===== src/rtl/pipe_hazard_apply.sv =====
// pipe_hazard_apply: turns hazard-unit stall/flush decisions into pipeline
// register enables and squash controls, drives the EX operand forwarding muxes,
// and keeps the stalled feedback, held write-back value and perf counters.
module pipe_hazard_apply #(
  parameter int XLEN  = 32,
  parameter int CNT_W = 16
) (
  input  logic             clk,
  input  logic             rst_n,
  input  logic             stall,
  input  logic             flush,
  input  logic [1:0]       forward_a,
  input  logic [1:0]       forward_b,
  input  logic [XLEN-1:0]  rs1_data_e,
  input  logic [XLEN-1:0]  rs2_data_e,
  input  logic [XLEN-1:0]  ex_mem_result,
  input  logic [XLEN-1:0]  mem_wb_result,
  input  logic             cnt_clear,
  output logic             pc_write,
  output logic             if_id_write,
  output logic             if_id_flush,
  output logic             id_ex_flush,
  output logic             stalled,
  output logic [XLEN-1:0]  alu_a,
  output logic [XLEN-1:0]  alu_b,
  output logic [CNT_W-1:0] stall_cnt,
  output logic [CNT_W-1:0] flush_cnt
);

  typedef enum logic [1:0] {
    FWD_RF   = 2'b00,
    FWD_WB   = 2'b01,
    FWD_MEM  = 2'b10,
    FWD_HELD = 2'b11
  } fwd_sel_e;

  logic             stalled_q, stalled_d;
  logic [XLEN-1:0]  held_q, held_d;
  logic [CNT_W-1:0] stall_cnt_q, stall_cnt_d;
  logic [CNT_W-1:0] flush_cnt_q, flush_cnt_d;

  // A flush squashes the stalled consumer, so the stall only counts without one.
  logic stall_eff;
  assign stall_eff = stall & ~flush;

  function automatic logic [XLEN-1:0] fwd_mux(
    input logic [1:0]      sel,
    input logic [XLEN-1:0] rf,
    input logic [XLEN-1:0] wb,
    input logic [XLEN-1:0] mem,
    input logic [XLEN-1:0] held
  );
    logic [XLEN-1:0] r;
    case (fwd_sel_e'(sel))
      FWD_RF:   r = rf;
      FWD_WB:   r = wb;
      FWD_MEM:  r = mem;
      default:  r = held;
    endcase
    return r;
  endfunction

  // Stage controls: flush > stall > normal.
  always_comb begin
    pc_write    = 1'b1;
    if_id_write = 1'b1;
    if_id_flush = 1'b0;
    id_ex_flush = 1'b0;
    if (flush) begin
      if_id_flush = 1'b1;
      id_ex_flush = 1'b1;
    end else if (stall) begin
      pc_write    = 1'b0;
      if_id_write = 1'b0;
      id_ex_flush = 1'b1;
    end
  end

  // EX operand forwarding, same encoding for both operands.
  always_comb begin
    alu_a = fwd_mux(forward_a, rs1_data_e, mem_wb_result, ex_mem_result, held_q);
    alu_b = fwd_mux(forward_b, rs2_data_e, mem_wb_result, ex_mem_result, held_q);
  end

  // Next state: stalled flag, held WB value, saturating counters (clear wins).
  always_comb begin
    stalled_d   = stall_eff;
    held_d      = stall_eff ? mem_wb_result : held_q;
    stall_cnt_d = stall_cnt_q;
    flush_cnt_d = flush_cnt_q;
    if (cnt_clear) begin
      stall_cnt_d = '0;
      flush_cnt_d = '0;
    end else begin
      if (stall_eff && (stall_cnt_q != {CNT_W{1'b1}}))
        stall_cnt_d = stall_cnt_q + CNT_W'(1);
      if (flush && (flush_cnt_q != {CNT_W{1'b1}}))
        flush_cnt_d = flush_cnt_q + CNT_W'(1);
    end
  end

  // State registers with asynchronous active-low reset.
  always_ff @(posedge clk or negedge rst_n) begin
    if (!rst_n) begin
      stalled_q   <= 1'b0;
      held_q      <= '0;
      stall_cnt_q <= '0;
      flush_cnt_q <= '0;
    end else begin
      stalled_q   <= stalled_d;
      held_q      <= held_d;
      stall_cnt_q <= stall_cnt_d;
      flush_cnt_q <= flush_cnt_d;
    end
  end

  assign stalled   = stalled_q;
  assign stall_cnt = stall_cnt_q;
  assign flush_cnt = flush_cnt_q;

endmodule


===== config.mk =====
export PLATFORM = sky130hd
export DESIGN_NAME = pipe_hazard_apply
export DESIGN_NICKNAME = d
export VERILOG_FILES = /design/src/rtl/pipe_hazard_apply.sv
export SDC_FILE = /design/constraint.sdc
export NUM_CORES = 1
export LEC_CHECK = 0
export BUFFER_PORTS_ARGS = -buffer_cell sky130_fd_sc_hd__buf_2
export CAP_MARGIN = 0
export CORE_UTILIZATION = 47
export CTS_CLUSTER_DIAMETER = 100
export DETAILED_ROUTE_END_ITERATION = 8
export GPL_TIMING_DRIVEN = 0
export PLACE_DENSITY = 0.9
export RECOVER_POWER = 25
export SLEW_MARGIN = 20
export SYNTH_ARGS = -nofsm -noshare
export SYNTH_HDL_FRONTEND = slang
export SYNTH_SLANG_ARGS = --single-unit
export TNS_END_PERCENT = 30

===== constraint.sdc =====
create_clock -name clk -period 2.15 [get_ports clk]
set_input_delay 0.43 -clock clk [delete_from_list [all_inputs] [get_ports clk]]
set_output_delay 0.43 -clock clk [all_outputs]
set_load 0.005 [all_outputs]

==> results.toml <==
[global_route]
grt_max_degree = 39
grt_pass1_vias = 4676
antenna_found_initial = 1
grt_pass1_wl_um = 23100
overflow = 0
grt_util_all_layers = 0.295

[timing]
max_slew.worst_pin.slew_ps = 773
finalSetupViolCount = 4
rsz0062_at_grt = "true"
timing.final.crit_share = 1.01
max_clock_freq_mhz = 462
tns_ps = -38.8
worst_slack_ps = -13.3
relSlewSlack = 0.480
hold_viol_final = 0
min_period_ps = 2160
clock_skew_ps = 4.19
slew_viol_final = 0

[yosys]
synth_area_um2 = 4740
synth-warning-count = 0
synth.avg_cell_area_um2 = 11.1
synthArstFlopShare = 1.00
synth_ff_type = "dfrtp_1"
synth-seq-cells = 65
syn_nets = 567
syn_inst = 428
synth_seq_area_share = 0.343
yosysTopAreaCell = "dfrtp_1"
synth_common_cells = "nand2_1 (112), dfrtp_1 (65), mux4_2 (64), nor2_1 (19)"
synth_edf_count = 0
synth.area.top_cells = "dfrtp_1 (34%), mux4_2 (30%), nand2_1 (8.9%)"
synth_top_area_frac = 0.343
ys_types = 43
yosysMostFrequentCell = "nand2_1"

[clock_tree]
cts_tree = "done"
clk_latency_ps = 340
cts-root-buf = "clkbuf_8"
clkSinkCount = 65
cts_made_buffers = 9
h-tree-depth = 3
clk_pin_slew_ps = 70
clock_path_buffers = 2

[route]
wl_per_cell_um = 18.8
drtIter0Drc = 234
viasPerCell = 5.90
firstDrtPassIters = 5
drc = 0
vias = 4812
wirelength_um = 15400
ant_nets = 0

[worst_setup_path]
timing.critical_path.cells = "clkbuf_1 -> clkbuf_4 -> mux4_2 -> buf_2"
path_class = "in -> out"
end_kind = "primary output"
crit_family = "buffers and inverters"
cp_slowest_cell = "mux4_2"
cp-start-kind = "input pin"
cp_max_fo = 10
slowest_delay_ps = 560
critical_path_arrival_ps = 1730
crit_buf_inv = 3
crit_required_ps = 1720

[floorplan]
core-area_um2 = 9770
rows = 36
die_y_um = 102
die_w_um = 102
floorplan.initialDensity = 0.485
dieArea_um2 = 10500
pin_count = 238

[power_and_ir_drop]
power_density_nw_per_um2 = 535
p_leak_nw = 3.11
finalPower_mw = 3.40
peakVddDrop_mv = 0.404

[min_path]
min_path_type = "in -> reg"

[placement]
gp_congestion = 0.899
hpwl_um = 12300
port-buffer-count = 234

[status]
status = "complete, but fails checks"
violations = "negative setup slack"

[cells_and_area]
fin_nets = 814
ff_latch_area_um2 = 1630
multi_input_area_um2 = 2920
fillCellCount = 808
drive_gt1_frac = 0.518
synthToLayoutAreaGrowth_pct = 34.0

[run]
max_cap_viol_count = 0
sequential cells by signal (all words and copies together) (netlist names):
signal     count
flush_cnt     16
held_q        32
stall_cnt     16
stalled        1
path summary, 6_finish.rpt:
check,cells after the start,endpoint,slack [ps],startpoint
max in group asynchronous,3,held_q[11],410,rst_n
worst min register to register,2,held_q[12],500,held_q[12]
worst max-delay path,4,alu_a[2],-10,forward_a[0]
min in group asynchronous,2,stall_cnt[12],670,rst_n
worst max register to register,6,flush_cnt[15],170,flush_cnt[0]
worst min-delay path,3,held_q[12],310,mem_wb_result[12]
kinds of logic after synthesis:
kind of cell | count (synthesis) | share of synthesized area
fa+ha+maj | 2 | 0.00528
buf+inv | 39 | 0.0396
flops | 65 | 0.343
compound gates | 40 | 0.0589
simple gates | 199 | 0.204
mux | 83 | 0.349
what timing repair did:
action	CTS	global route
hold buffers	1	0
setup buffers	0	0
gates resized for setup	4	10
setup endpoints to repair	60	53
endpoints found under the hold margin	1	0
cell usage in the layout (no fill, tap or decap), types with 6 or more instances in the layout:
| cell | n |
|---|---|
| or4_1 | 6 |
| clkbuf_8 | 11 |
| mux2_2 | 12 |
| nand2_1 | 112 |
| nor2_1 | 19 |
| buf_2 | 235 |
| clkbuf_1 | 18 |
| and3_1 | 8 |
| dfrtp_1 | 65 |
| nand3_1 | 9 |
| a21oi_1 | 18 |
| mux4_2 | 64 |
| nor2b_1 | 17 |
| nand4_1 | 9 |
power breakdown:
group          switching, mW  total, mW  leakage [nW]  internal [mW]
combinational          0.386      0.848          2.14          0.462
clock                  0.459       1.18         0.111          0.719
sequential            0.0683       1.37         0.854           1.31
routing by layer:
layer,GRT usage,up-vias,wire length [um]
met2,0.522,264,8290
met3,0.0568,52,1040
met4,0.156,0,510
met1,0.338,2377,5520
li1,-,2119,-
met5,0,-,0
worst reg2reg max path, stage by stage (launching register included):
cell and delay, ps:
dfrtp_1 420, ha_1 210, clkbuf_1 200, and3_4 220, buf_6 120, or4b_1 500, and3_1 200
layout make-up:
class	instances	area share
clock buffers	14	0.0256
multi-input cells	324	0.460
clock inverters	2	0.00946
flip-flops and latches	65	0.256
repair buffers	236	0.187
diodes	3	0.00118
plain buffers	34	0.0305
well taps	133	0.0262
inverters	5	0.00315
stage by stage:
step	hold slack, ps	worst slack, ps	util	std cells	cell area (um^2)
after floorplan	134	234	-	428	4740
after global placement	470	-96.4	0.622	795	6080
after detailed placement	376	-141	0.624	796	6100
after CTS	292	-89.6	0.649	813	6340
after global routing	301	-86.3	0.649	814	6340
final	310	-13.3	0.650	816	6350
Note: power is estimated with default switching activity, not from simulation.
